### config.mk
export PLATFORM = sky130hd
export DESIGN_NAME = npu_seq_ctrl
export DESIGN_NICKNAME = d
export VERILOG_FILES = /design/src/rtl/npu_seq_ctrl.sv
export SDC_FILE = /design/constraint.sdc
export NUM_CORES = 1
export LEC_CHECK = 0
export CAP_MARGIN = 20
export CELL_PAD_IN_SITES_DETAIL_PLACEMENT = 0
export CELL_PAD_IN_SITES_GLOBAL_PLACEMENT = 1
export CORE_AREA = 5 5 143 145
export DETAILED_ROUTE_END_ITERATION = 10
export DIE_AREA = 0 0 148 150
export HOLD_SLACK_MARGIN = 0.02
export PLACE_DENSITY = 0.86
export SYNTH_ARGS = -nofsm -noshare
export SYNTH_HDL_FRONTEND = slang
export SYNTH_SLANG_ARGS = --single-unit
### constraint.sdc
create_clock -name clk_i -period 2.25 [get_ports clk_i]
set_input_delay 0.3375 -clock clk_i [delete_from_list [all_inputs] [get_ports clk_i]]
set_output_delay 0.3375 -clock clk_i [all_outputs]
set_load 0.05 [all_outputs]
### src/rtl/npu_seq_ctrl.sv
// npu_seq_ctrl -- sequencer between a host register port, a single-port
// SRAM and an external activation unit.
//
// The host pushes input words into the lower half of the SRAM and starts a
// batch. The FSM reads each word, hands it to the activation unit, collects
// the result and writes it into the upper half of the SRAM. The host then
// pops the results back out.
//
// Optional feature: define NPU_SEQ_ERR_EN to enable the sticky err_o flag.
// It records every dropped host access. Without the macro, err_o is 0.
//
// Ports
//   clk_i, rst_i          clock (rising edge), synchronous active-high reset
//   wen_type_i            control write   (addr 0x0)
//   wen_input_i           input push      (addr 0x4)
//   ren_output_i          output pop (0x8) / status read (0xC)
//   addr_i, wdata_i       host address / write data
//   rdata_o, rvalid_o     host read data, valid one cycle after a read
//   busy_o, done_o, err_o batch running / batch complete / sticky error
//   act_*                 activation request (valid/ready) and result
//   mem_*                 single-port SRAM master, read data one cycle late
module npu_seq_ctrl #(
  parameter int DWidth = 32,
  parameter int Depth  = 16,
  localparam int MAW   = $clog2(Depth) + 1
) (
  input  logic              clk_i,
  input  logic              rst_i,
  input  logic              wen_type_i,
  input  logic              wen_input_i,
  input  logic              ren_output_i,
  input  logic [DWidth-1:0] addr_i,
  input  logic [DWidth-1:0] wdata_i,
  output logic [DWidth-1:0] rdata_o,
  output logic              rvalid_o,
  output logic              busy_o,
  output logic              done_o,
  output logic              err_o,
  output logic              act_valid_o,
  input  logic              act_ready_i,
  output logic [DWidth-1:0] act_data_o,
  output logic [1:0]        act_type_o,
  input  logic              act_res_valid_i,
  input  logic [DWidth-1:0] act_res_data_i,
  output logic              mem_req_o,
  output logic              mem_we_o,
  output logic [MAW-1:0]    mem_addr_o,
  output logic [DWidth-1:0] mem_wdata_o,
  input  logic [DWidth-1:0] mem_rdata_i
);

  typedef enum logic [2:0] {
    S_IDLE, S_RD, S_WAIT, S_ISSUE, S_COLLECT, S_WR, S_DONE
  } state_t;

  localparam logic [DWidth-1:0] ADDR_CTRL = DWidth'(32'h0);
  localparam logic [DWidth-1:0] ADDR_PUSH = DWidth'(32'h4);
  localparam logic [DWidth-1:0] ADDR_POP  = DWidth'(32'h8);
  localparam logic [DWidth-1:0] ADDR_STAT = DWidth'(32'hC);
  localparam logic [MAW-1:0]    OUT_BASE  = MAW'(Depth);

  state_t state, state_nxt;

  logic [MAW-1:0]    in_cnt, n, idx, out_ptr;
  logic [1:0]        type_q, run_type;
  logic [DWidth-1:0] data_q, res_q, rdata_q, status;
  logic              rvalid_q, rsel_mem;

  // Host request decode. Nothing from the host is honoured during reset.
  logic host_en, host_idle;
  logic sel_ctrl, sel_push, sel_pop, sel_stat, start_req;
  logic do_start, do_push, do_pop, pop_mem, last_elem;

  assign host_en   = !rst_i;
  assign host_idle = (state == S_IDLE) || (state == S_DONE);
  assign sel_ctrl  = host_en && wen_type_i   && (addr_i == ADDR_CTRL);
  assign sel_push  = host_en && wen_input_i  && (addr_i == ADDR_PUSH);
  assign sel_pop   = host_en && ren_output_i && (addr_i == ADDR_POP);
  assign sel_stat  = host_en && ren_output_i && (addr_i == ADDR_STAT);
  assign start_req = sel_ctrl && wdata_i[31];

  // A start owns the cycle: a push or pop in the same cycle is dropped.
  // A push beats a pop, because both need the single SRAM port.
  assign do_start  = start_req && host_idle;
  assign do_push   = sel_push && host_idle && !do_start && (in_cnt < OUT_BASE);
  assign do_pop    = sel_pop && host_idle && !do_start && !sel_push;
  assign pop_mem   = do_pop && (n != '0);  // an empty batch returns 0 without a read
  assign last_elem = (idx == n - MAW'(1));

  // State register.
  // NOTE: sequential state uses non-blocking assignments. Every flop then
  // samples pre-edge values, whatever order the blocks are evaluated in.
  always_ff @(posedge clk_i) begin
    if (rst_i) state <= S_IDLE;
    else       state <= state_nxt;
  end

  // Next-state logic.
  // NOTE: the default assignment at the top keeps this block free of latches.
  always_comb begin
    state_nxt = state;
    unique case (state)
      S_IDLE, S_DONE: begin
        if (do_start)                        state_nxt = (in_cnt == '0) ? S_DONE : S_RD;
        else if (do_push && state == S_DONE) state_nxt = S_IDLE;
      end
      S_RD:      state_nxt = S_WAIT;
      S_WAIT:    state_nxt = S_ISSUE;
      S_ISSUE:   if (act_ready_i)     state_nxt = S_COLLECT;
      S_COLLECT: if (act_res_valid_i) state_nxt = S_WR;
      S_WR:      state_nxt = last_elem ? S_DONE : S_RD;
      default:   state_nxt = S_IDLE;
    endcase
  end

  // Outputs. The FSM owns the SRAM while busy and the host owns it otherwise.
  always_comb begin
    mem_req_o   = 1'b0;
    mem_we_o    = 1'b0;
    mem_addr_o  = '0;
    mem_wdata_o = '0;
    unique case (state)
      S_RD: begin
        mem_req_o  = 1'b1;
        mem_addr_o = idx;
      end
      S_WR: begin
        mem_req_o   = 1'b1;
        mem_we_o    = 1'b1;
        mem_addr_o  = OUT_BASE + idx;
        mem_wdata_o = res_q;
      end
      S_IDLE, S_DONE: begin
        if (do_push) begin
          mem_req_o   = 1'b1;
          mem_we_o    = 1'b1;
          mem_addr_o  = in_cnt;
          mem_wdata_o = wdata_i;
        end else if (pop_mem) begin
          mem_req_o  = 1'b1;
          mem_addr_o = OUT_BASE + out_ptr;
        end
      end
      default: ;
    endcase
  end

  assign busy_o      = (state == S_RD) || (state == S_WAIT) || (state == S_ISSUE) ||
                       (state == S_COLLECT) || (state == S_WR);
  assign done_o      = (state == S_DONE);
  assign act_valid_o = (state == S_ISSUE);
  assign act_data_o  = act_valid_o ? data_q : '0;
  assign act_type_o  = act_valid_o ? run_type : '0;
  assign rvalid_o    = rvalid_q;
  assign rdata_o     = !rvalid_q ? '0 : (rsel_mem ? mem_rdata_i : rdata_q);

  always_comb begin
    status           = '0;
    status[DWidth-1] = err_o;
    status[DWidth-2] = done_o;
    status[DWidth-3] = busy_o;
    status[MAW-1:0]  = in_cnt;
  end

  // Datapath and counters.
  // NOTE: only control and bookkeeping flops are reset. data_q and res_q are
  // always written before they are used, and act_data_o is masked outside ISSUE.
  always_ff @(posedge clk_i) begin
    if (rst_i) begin
      in_cnt   <= '0;
      n        <= '0;
      idx      <= '0;
      out_ptr  <= '0;
      type_q   <= '0;
      run_type <= '0;
      rvalid_q <= 1'b0;
      rsel_mem <= 1'b0;
      rdata_q  <= '0;
    end else begin
      // type_q may change mid-batch. run_type is captured on the first read
      // of a batch, so the running batch keeps its type.
      if (sel_ctrl) type_q <= wdata_i[1:0];
      if (state == S_RD && idx == '0) run_type <= type_q;

      if (do_start) begin
        n       <= in_cnt;
        idx     <= '0;
        out_ptr <= '0;
      end
      if (do_push) in_cnt <= in_cnt + MAW'(1);

      if (state == S_WR) begin
        if (last_elem) in_cnt <= '0;
        else           idx    <= idx + MAW'(1);
      end

      if (pop_mem) out_ptr <= (out_ptr == n - MAW'(1)) ? '0 : out_ptr + MAW'(1);

      rvalid_q <= do_pop || sel_stat;
      rsel_mem <= pop_mem;
      rdata_q  <= sel_stat ? status : '0;
    end
  end

  always_ff @(posedge clk_i) begin
    if (state == S_WAIT)                       data_q <= mem_rdata_i;
    if (state == S_COLLECT && act_res_valid_i) res_q  <= act_res_data_i;
  end

`ifdef NPU_SEQ_ERR_EN
  logic drop, err_q;

  assign drop = (start_req && !host_idle) || (sel_push && !do_push) || (sel_pop && !do_pop);

  // A drop in the same cycle as a clear request still leaves err set.
  always_ff @(posedge clk_i) begin
    if (rst_i)                      err_q <= 1'b0;
    else if (drop)                  err_q <= 1'b1;
    else if (sel_ctrl && wdata_i[30]) err_q <= 1'b0;
  end
  assign err_o = err_q;
`else
  assign err_o = 1'b0;
`endif

endmodule
==> results.toml <==
[layout]
drive_above_1_share_pct = 35.98
seqCellArea_um2 = 2651
layout_commonest_cell = "sky130_fd_sc_hd__buf_12"
multi_input_comb_area_um2 = 2556
areaGrowthSynthToFinish_pct = 96.20
utilization_pct = 51.85
mostFrequentLayoutCells = "113 x sky130_fd_sc_hd__buf_12, 101 x sky130_fd_sc_hd__clkdlybuf4s50_1, 64 x sky130_fd_sc_hd__edfxtp_1"
finalNetCount = 867
final.fill_count = 1620

[global_routing]
grt.met1_usage_pct = 17.49
grt_max_degree = 43
wire_length_of_the_first_global_routing_pass_um = 26990
grtUsageTotal_pct = 15.41
initial_antenna_violation_count = 1
grtUsageMet2_pct = 26.81
global_route.overflow_total = 0
first_global_vias = 4863
gr-usage-met3_pct = 6.784
grt_busiest_layer = "met2"

[floorplanning]
row_count = 51
placeableCoreArea_um2 = 19080
design.portCount = 245
floorplan.die.height_um = 150
initial_utilization_pct = 26.43
fp.dieW_um = 148
die_area_um2 = 22200

[worst_setup_path]
critical_path.startpoint_type = "flip-flop"
crit_end = "mem_wdata_o[19]"
slowest_stage = "sky130_fd_sc_hd__dfxtp_2"
r2r-start = "n[1]$_SDFFE_PP0P_"
worst-path-stages = 8
cp_data_arrival_time_ps = 2070
timing.critical_path.from = "state[1]$_SDFFE_PP0P_"
max_stage_delay_ps = 350
worst_path_dominant_cell_family = "buffers and inverters"
end_kind = "output port"
bufs_and_invs_on_worst_path = 4
required_ps = 1910
reg2reg_setup_slack_ps = 150
critical_path_peak_fanout = 8
path_common_cell = "sky130_fd_sc_hd__buf_6"
reg2reg_depth = 8
crit-reg2reg-capture = "idx[3]$_SDFF_PP0_"
worstPathCellList = "xor2_4, nor4_4, and3_4, buf_6, buf_6, buf_16, a22o_1, buf_12"
timing_worst_setup_path_type = "flip-flop to output port"

[sta]
unrepaired_setup_endpoints_after_global_routing = "true"
min_period_over_period_pct = 107.1
final.setup_skew_ps = 5.072
maxClockFrequency_mhz = 415.0
final-max-slew-violation-count = 0
postLayoutSetupSlackWorst_ps = -159.5
setup_total_negative_slack_ps = -3613
period_minus_slack_ps = 2410
setup_viol_count_final = 38
finalHoldViolCount = 0

[power_and_ir_drop]
p_per_area_nw_per_um2 = 382.5
seq_power_share_pct = 51.4
pwr-share-comb_pct = 7.7
internal-power_w = 0.002926
clkPwrFrac_pct = 40.9
netSwitchingPower_w = 0.0008580
cellLeakagePower_nw = 3.947
irDropWorstVdd_v = 0.0003344
power.switching_fraction_pct = 22.67

[route]
vias = 4810
remaining_drc_errors = 0
routed_wirelength_um = 18200
ant_nets = 0
wire_per_inst_um = 18.76
routed_via_density = 4.959
detail_route.first_pass.iterations = 5
drt_iter0_markers = 210

[clock_network]
clk-insertion-delay-late_ps = 350
htree_num_levels = 3
max-clock-path-buffers = 2
tritoncts_num_sinks = 100
clock-root-buffer = "sky130_fd_sc_hd__clkbuf_16"
number_of_buffers_created_by_cts = 9
cts_tree = "built"
clk_pin_slew_ps = 80
cts.hold.buffers_added = 0

[placement]
hpwl_um = 13480
buffer_ports.inserted = 243
gp_routability_congestion = 0.8526

[outcome]
violations = "negative setup slack"
outcome = "finished, violations left"

[yosys]
synth_enable_flop_cells = 64
postSynthNetCount = 593
proportion_of_synthesized_chip_area_in_sequential_cells_pct = 52.41
synthAdderAreaFrac_pct = 1.489
yosys_warnings = 0
post_synth_instance_area_um2 = 5042
ys.flop_type = "sky130_fd_sc_hd__edfxtp_1"
syn_area_per_cell_um2 = 11.16
synth-compound-area-share_pct = 13.35
synth_cells = 452
async_reset_ff_share_pct = 0
yosysUniqueCellTypes = 58
synthXorXnorAreaFrac_pct = 3.127
synth_simple_gate_area_share_pct = 20.72
synth_top_family_by_area = "simple AND/OR/NAND/NOR gates"
muxShareOfSynthArea_pct = 3.672
ys_ff_latch = 100

[hold_path]
hold_start = "in_cnt[1]$_SDFF_PP0_"
hold_class = "flip-flop to flip-flop"

[flow_run]
drv_cap = 0
==> routing by layer <==
metal,part of all wire (%),vias to the layer above
met3,11,8
met4,0.91,0
met1,38,2308
met5,0,-
li1,-,2260
met2,50,234
==> worst reg2reg max path, cell delays in order (launching register included) <==
cell and delay, ps:
sky130_fd_sc_hd__dfxtp_2 350, sky130_fd_sc_hd__inv_2 50, sky130_fd_sc_hd__ha_4 150, sky130_fd_sc_hd__buf_4 160, sky130_fd_sc_hd__o21ba_4 230, sky130_fd_sc_hd__a221oi_4 370, sky130_fd_sc_hd__o2111ai_2 220, sky130_fd_sc_hd__nand3_1 150
sky130_fd_sc_hd__mux2_2 330
==> metrics by stage <==
step	setup WS [ps]	hold slack, ps	cell area [um2]	total power (W)	std cells
after global routing	-270.8	523.6	9893	0.003925	970
after detailed placement	-417.2	463.1	9065	0.002282	939
after floorplan	-116.6	436.4	5066	0.002014	452
after CTS	-147.7	475.4	9706	0.003819	969
after global placement	-397.9	464.0	9065	0.002277	939
final	-159.5	466.7	9893	0.003784	970
==> layout make-up <==
cell class	count	area share (%)
Clock buffer	9	2.276
Multi-Input combinational cell	299	25.84
Sequential cell	100	26.80
Antenna cell	1	0.02529
Inverter	14	0.5312
Tap cell	238	3.010
Clock inverter	7	0.7209
Timing Repair Buffer	302	40.80
==> flip-flops by register name, summed over array words and instances (netlist names) <==
register and cells:
data_q 32, idx 5, in_cnt 5, n 5
out_ptr 5, rdata_q 7, res_q 32, rsel_mem 1
run_type 2, rvalid_o 1, state 3, type_q 2
==> worst min path at each step <==
stage / end / cells after the start / slack, ps
2_1_floorplan: data_q[0]$_DFFE_PP_ / 0 / 440
3_3_place_gp: run_type[0]$_SDFFE_PP0P_ / 2 / 460
3_5_place_dp: rdata_q[1]$_SDFF_PP0_ / 2 / 460
4_1_cts: rdata_q[1]$_SDFF_PP0_ / 2 / 480
5_1_grt: res_q[24]$_DFFE_PP_ / 1 / 520
6_report: rdata_q[1]$_SDFF_PP0_ / 2 / 470
==> power by group through the flow <==
stage	Sequential, W	Clock [W]	Combinational (W)
floorplan	0.00199	0	0.0000260
global placement	0.00199	0	0.000289
detailed placement	0.00199	0	0.000294
CTS	0.00194	0.00159	0.000288
global route	0.00194	0.00167	0.000309
finish	0.00194	0.00155	0.000292
==> kinds of logic after synthesis <==
family	Yosys count
and+or+nand+nor	178
xor gates and xnor gates	18
adders and majority gates	6
other	1
muxes	18
buffers and inverters	54
DFF	100
AOI/OAI and AO/OA	77
==> cell usage after synthesis (2+ instances only) <==
cell type	number	area (um2)
sky130_fd_sc_hd__nand3_1	10	50.05
sky130_fd_sc_hd__nor3_1	12	60.06
sky130_fd_sc_hd__a221oi_2	2	30.03
sky130_fd_sc_hd__o2111ai_1	2	17.52
sky130_fd_sc_hd__clkbuf_1	21	78.83
sky130_fd_sc_hd__inv_1	14	52.55
sky130_fd_sc_hd__and4_1	2	17.52
sky130_fd_sc_hd__and2_1	11	68.82
sky130_fd_sc_hd__o21bai_1	2	15.01
sky130_fd_sc_hd__nor2_1	22	82.58
sky130_fd_sc_hd__a21o_1	2	15.01
sky130_fd_sc_hd__a211oi_1	2	15.01
sky130_fd_sc_hd__buf_6	2	22.52
sky130_fd_sc_hd__xor2_1	10	87.58
sky130_fd_sc_hd__ha_1	6	75.07
sky130_fd_sc_hd__nor3b_1	4	30.03
sky130_fd_sc_hd__mux2_2	4	45.04
sky130_fd_sc_hd__mux2i_1	14	140.1
sky130_fd_sc_hd__nand4_1	4	25.02
sky130_fd_sc_hd__nand2_1	13	48.80
sky130_fd_sc_hd__nand3b_1	4	30.03
sky130_fd_sc_hd__nor4_1	9	56.30
sky130_fd_sc_hd__a21oi_1	5	25.02
sky130_fd_sc_hd__nor4b_1	2	17.52
sky130_fd_sc_hd__nand2b_1	3	18.77
sky130_fd_sc_hd__dfxtp_1	36	720.7
sky130_fd_sc_hd__buf_4	5	37.54
sky130_fd_sc_hd__a22o_1	33	289.0
sky130_fd_sc_hd__nor2b_1	10	62.56
sky130_fd_sc_hd__a31oi_1	4	25.02
sky130_fd_sc_hd__o31ai_1	2	15.01
sky130_fd_sc_hd__or2_2	2	12.51
sky130_fd_sc_hd__a2111o_1	3	33.78
sky130_fd_sc_hd__o21ai_0	5	25.02
sky130_fd_sc_hd__a221o_1	5	50.05
sky130_fd_sc_hd__and3_1	63	394.1
sky130_fd_sc_hd__edfxtp_1	64	1922
sky130_fd_sc_hd__xnor2_1	8	70.07
sky130_fd_sc_hd__or3_1	2	12.51
sky130_fd_sc_hd__buf_2	10	50.05
==> what timing repair did <==
item	4_1_cts	5_1_grt
gates cloned	3	1
setup buffers	13	0
hold endpoints to repair	0	0
pin swaps	26	11
resized for setup	103	25
setup endpoints to repair	39	66
Power figures use the tool's default switching activity.
